File: src/rtl/serial_adder.sv
// serial_adder: bit-serial adder, one full-adder slice with a registered carry, LSB first
module serial_adder #(
   parameter int WIDTH = 8
) (
   input  logic             clk,
   input  logic             rst_n,
   input  logic             start,
   input  logic [WIDTH-1:0] a,
   input  logic [WIDTH-1:0] b,
   output logic             busy,
   output logic             done,
   output logic [WIDTH-1:0] sum,
   output logic             cout
);
   localparam int CW = $clog2(WIDTH);
   typedef enum logic [1:0] {IDLE, SHIFT, DONE} state_t;
   state_t           state;
   logic [WIDTH-1:0] opa, opb, acc;
   logic [CW-1:0]    cnt;
   logic             c, h1s, h1c, s, cn, last;
   // full-adder slice built from two half adders and an OR
   always_comb begin
      h1s  = opa[0] ^ opb[0];
      h1c  = opa[0] & opb[0];
      s    = h1s ^ c;
      cn   = h1c | (h1s & c);
      last = cnt == CW'(WIDTH - 1);
   end
   // control FSM, operand shifters, carry and result registers
   always_ff @(posedge clk or negedge rst_n) begin
      if (!rst_n) begin
         state <= IDLE;
         opa   <= '0;
         opb   <= '0;
         acc   <= '0;
         cnt   <= '0;
         c     <= 1'b0;
         busy  <= 1'b0;
         done  <= 1'b0;
         sum   <= '0;
         cout  <= 1'b0;
      end else begin
         case (state)
            IDLE: if (start) begin
               opa   <= a;
               opb   <= b;
               c     <= 1'b0;
               cnt   <= '0;
               busy  <= 1'b1;
               state <= SHIFT;
            end
            SHIFT: begin
               acc <= {s, acc[WIDTH-1:1]};
               opa <= opa >> 1;
               opb <= opb >> 1;
               c   <= cn;
               cnt <= last ? '0 : cnt + 1'b1;
               if (last) begin
                  sum   <= {s, acc[WIDTH-1:1]};
                  cout  <= cn;
                  done  <= 1'b1;
                  state <= DONE;
               end
            end
            default: begin
               done  <= 1'b0;
               busy  <= 1'b0;
               state <= IDLE;
            end
         endcase
      end
   end
endmodule

File: config.mk
export PLATFORM = sky130hd
export DESIGN_NAME = serial_adder
export DESIGN_NICKNAME = d
export VERILOG_FILES = /design/src/rtl/serial_adder.sv
export SDC_FILE = /design/constraint.sdc
export NUM_CORES = 1
export LEC_CHECK = 0
export CAP_MARGIN = 20
export CORE_MARGIN = 2
export CORE_UTILIZATION = 30
export CTS_CLUSTER_SIZE = 25
export DETAILED_ROUTE_END_ITERATION = 8
export PLACE_DENSITY_LB_ADDON = 0.1
export RECOVER_POWER = 50
export SETUP_SLACK_MARGIN = 0.2
export SLEW_MARGIN = 25
export SYNTH_ARGS = -nofsm -noshare
export SYNTH_HDL_FRONTEND = slang
export SYNTH_SLANG_ARGS = --single-unit
File: constraint.sdc
create_clock -name clk -period 1.46 [get_ports clk]
set_input_delay 0.365 -clock clk [delete_from_list [all_inputs] [get_ports clk]]
set_output_delay 0.365 -clock clk [all_outputs]
set_load 0.01 [all_outputs]
==> results of run 1 <==
layer usage:
layer,wire [µm],vias up
met3,161,8
li1,-,666
met4,67,0
met1,1790,695
met5,0,-
met2,1990,34
kinds of logic (layout without fill, tap and decap cells):
family	after synthesis	after routing
adder cells (fa/ha/maj)	3	3
buffers and inverters	13	71
AND/OR/NAND/NOR	33	34
multiplexers	9	9
flip-flops	40	40
AO/OA/AOI/OAI	54	54
cell type report:
class	instances	area, µm²	area share, %
clock buffer	7	96.3	3.86
inverter	4	15.0	0.601
multi-input combinational	100	791	31.6
sequential	40	1000	40.1
tap	72	90.1	3.61
timing repair buffer	60	505	20.2
path summary, 6_finish.rpt:
kind | from | end | cells past startpoint
max in group asynchronous | rst_n | state[1] | 2
max reg2reg | cnt[1] | sum[3] | 4
min in group clk | state[1] | done | 1
min reg2reg | state[1] | done | 1
min | rst_n | acc[1] | 1
max | cnt[1] | sum[3] | 4
per-stage QoR:
stage          TNS [ns]  instances
2_1_floorplan         0        152
3_3_place_gp     -0.407        257
3_5_place_dp     -0.922        257
4_1_cts               0        275
5_1_grt               0        283
6_report              0        283
state kept, by name, summed over array words and instances (netlist names):
signal / cells
opa: 8
opb: 8
sum: 8
acc: 7
cnt: 3
state: 2
busy: 1
c: 1
cout: 1
done: 1
worst reg2reg max path, delay by kind of cell (launching register included):
kind          cells  cell delay (ns)
flops             1             0.38
fa+ha+maj         2             0.40
mux               1             0.30
simple gates      1             0.10
layout by cell type, fill, tap and decap left out, types with 2 or more instances in the layout:
master and count:
clkbuf_2 2, a21oi_1 16, o21ai_0 4, dfrtp_1 40, o22ai_2 12, o22ai_1 16
nand2_8 2, a22o_1 3, clkdlybuf4s50_1 16, nand2b_4 2, buf_4 23, buf_6 5
clkbuf_8 7, inv_1 4, buf_12 2, nor2_1 2, mux2_4 9, buf_2 10
nand2_1 24
cells in the mapped netlist (all sizes together):
library cell  count  area [µm²]
dfrtp            40        1000
o22ai            28         175
nand2            25        96.4
a21oi            17        85.1
mux2              9         101
buf               8        38.8
o21ai             5        25.0
inv               4        15.0
a22o              3        26.3
nand2b            3        18.8
ha                2        25.0
nor2              2        7.51
a21o              1        7.51
and2b             1        7.51
clkbuf            1        3.75
fa                1        20.0
nor2b             1        6.26
nor3              1        5.00
what timing repair did:
item / in CTS / in global routing
cloned: 1 / 0
pin swaps: 4 / 4
resized for setup: 45 / 31
hold buffers: 0 / 0
endpoints found under the setup margin: 20 / 35
hold endpoints to repair: 0 / 0
setup buffers: 10 / 8
where the power goes:
group | internal [µW] | total, µW | switching [µW]
combinational | 1300 | 2350 | 1050
clock | 421 | 785 | 364
sequential | 1630 | 2010 | 380
==> results.tsv, run 1 <==
metric	value	unit
outcome	finished, final reports clean	
finalSetupViolations	0	
ir_worst_vdd	0.671	mV
rsz0062_at_grt	yes	
syn_area_per_cell	11.0	µm²
ys_types	20	
first_iter_violations	65	
synth-compound-area-share	19.2	%
final_area	2500	µm²
worstHoldPathType	input port to asynchronous set/reset pin	
critPathKind	register to register	
clk_latency	0.29	ns
path_delay_family	adder cells	
p_total	5140	µW
synthSimpleGateAreaFrac	8.49	%
wl_per_cell	14.2	µm
nets	233	
slew_violations	0	
grt_max_degree	25	
htreeDepth	2	
cts_tree	done	
utilization	45.9	%
whs	0.197	ns
wirelength	4010	µm
clk_pin_slew	0.07	ns
layout_setup_ws	0.164	ns
grt_pass1_vias	1407	
ant_nets	0	
synth.net_count	174	
synth-xor-area-share	0	%
die_width	78.5	µm
cts_buffers	5	
maxCapViolCount	0	
hold_violations	0	
cts_buffer_depth	2	
core_area	5440	µm²
rrSetupSlack	0.16	ns
path_cells	ha_2, ha_4, nand2_8, mux2_4	
dieArea	6160	µm²
start_util	30.6	%
synthCells	152	
grt_pass1_wl	6710	µm
power_density	2060	nW/µm²
synth_area	1670	µm²
dr.pass1.iters	6	
placed_area	2140	µm²
portBuffers	29	
routed-via-count	1403	
met1_usage	18.8	%
worst_slew_pin_slew	0.942	ns
place.gp.congestion	0.785	
grt_usage	14.1	%
via_per_inst	4.96	
met3_usage	2.64	%
ys_seq_area_share	60.1	%
crit_slowest_cell	dfrtp_1	
drive_above_1_share	37.4	%
antenna_found_initial	0	
required	1.63	ns
top_usage_layer	met2	
dp_hpwl	2680	µm
met2_usage	22.4	%
crit_arrival	1.47	ns
cp_slowest_stage_delay	0.38	ns
drc	0	
max-slew-margin-rel	37.2	%
numClockSinks	40	
period_share	88.8	%
crit_path_end_kind	register	
synthAdderAreaFrac	2.70	%
antenna_cells	0	
cp_max_fo	5	
place_ws	-0.0706	ns
io_pins	30	
row_count	27	
skew	0.00716	ns
synth_seq_cells	40	
synth_top_family_by_area	compound AO/OA/AOI/OAI gates	
cp_num_buf_inv	0	
min_period	1.30	ns
ys_warn_count	0	
max_freq	771	MHz
synth_mux_area_share	6.09	%
leakage	0.00115	µW
gr-total-overflow	0	
syn2layout_area_growth	50.0	%
startpoint_type	register	
cts-root-buf	clkbuf_8	
fillerInstances	503	
die_h	78.5	µm
No activity file was read; power rests on OpenSTA's default activity.
==> run 2: changes to the inputs <==
--- a/config.mk
+++ b/config.mk
@@ -13,7 +13,7 @@
 export PLACE_DENSITY_LB_ADDON = 0.1
 export RECOVER_POWER = 50
 export SETUP_SLACK_MARGIN = 0.2
-export SLEW_MARGIN = 25
+export SLEW_MARGIN = 10
 export SYNTH_ARGS = -nofsm -noshare
 export SYNTH_HDL_FRONTEND = slang
 export SYNTH_SLANG_ARGS = --single-unit
==> results of run 2 <==
The final DEF is identical to that of run 1; final timing and power are the same.
==> run 3: changes to the inputs <==
--- a/config.mk
+++ b/config.mk
@@ -8,6 +8,7 @@
 export CAP_MARGIN = 20
 export CORE_MARGIN = 2
 export CORE_UTILIZATION = 30
+export CTS_CLUSTER_DIAMETER = 120
 export CTS_CLUSTER_SIZE = 25
 export DETAILED_ROUTE_END_ITERATION = 8
 export PLACE_DENSITY_LB_ADDON = 0.1
==> results of run 3 <==
The final DEF is identical to that of run 1; final timing and power are the same.
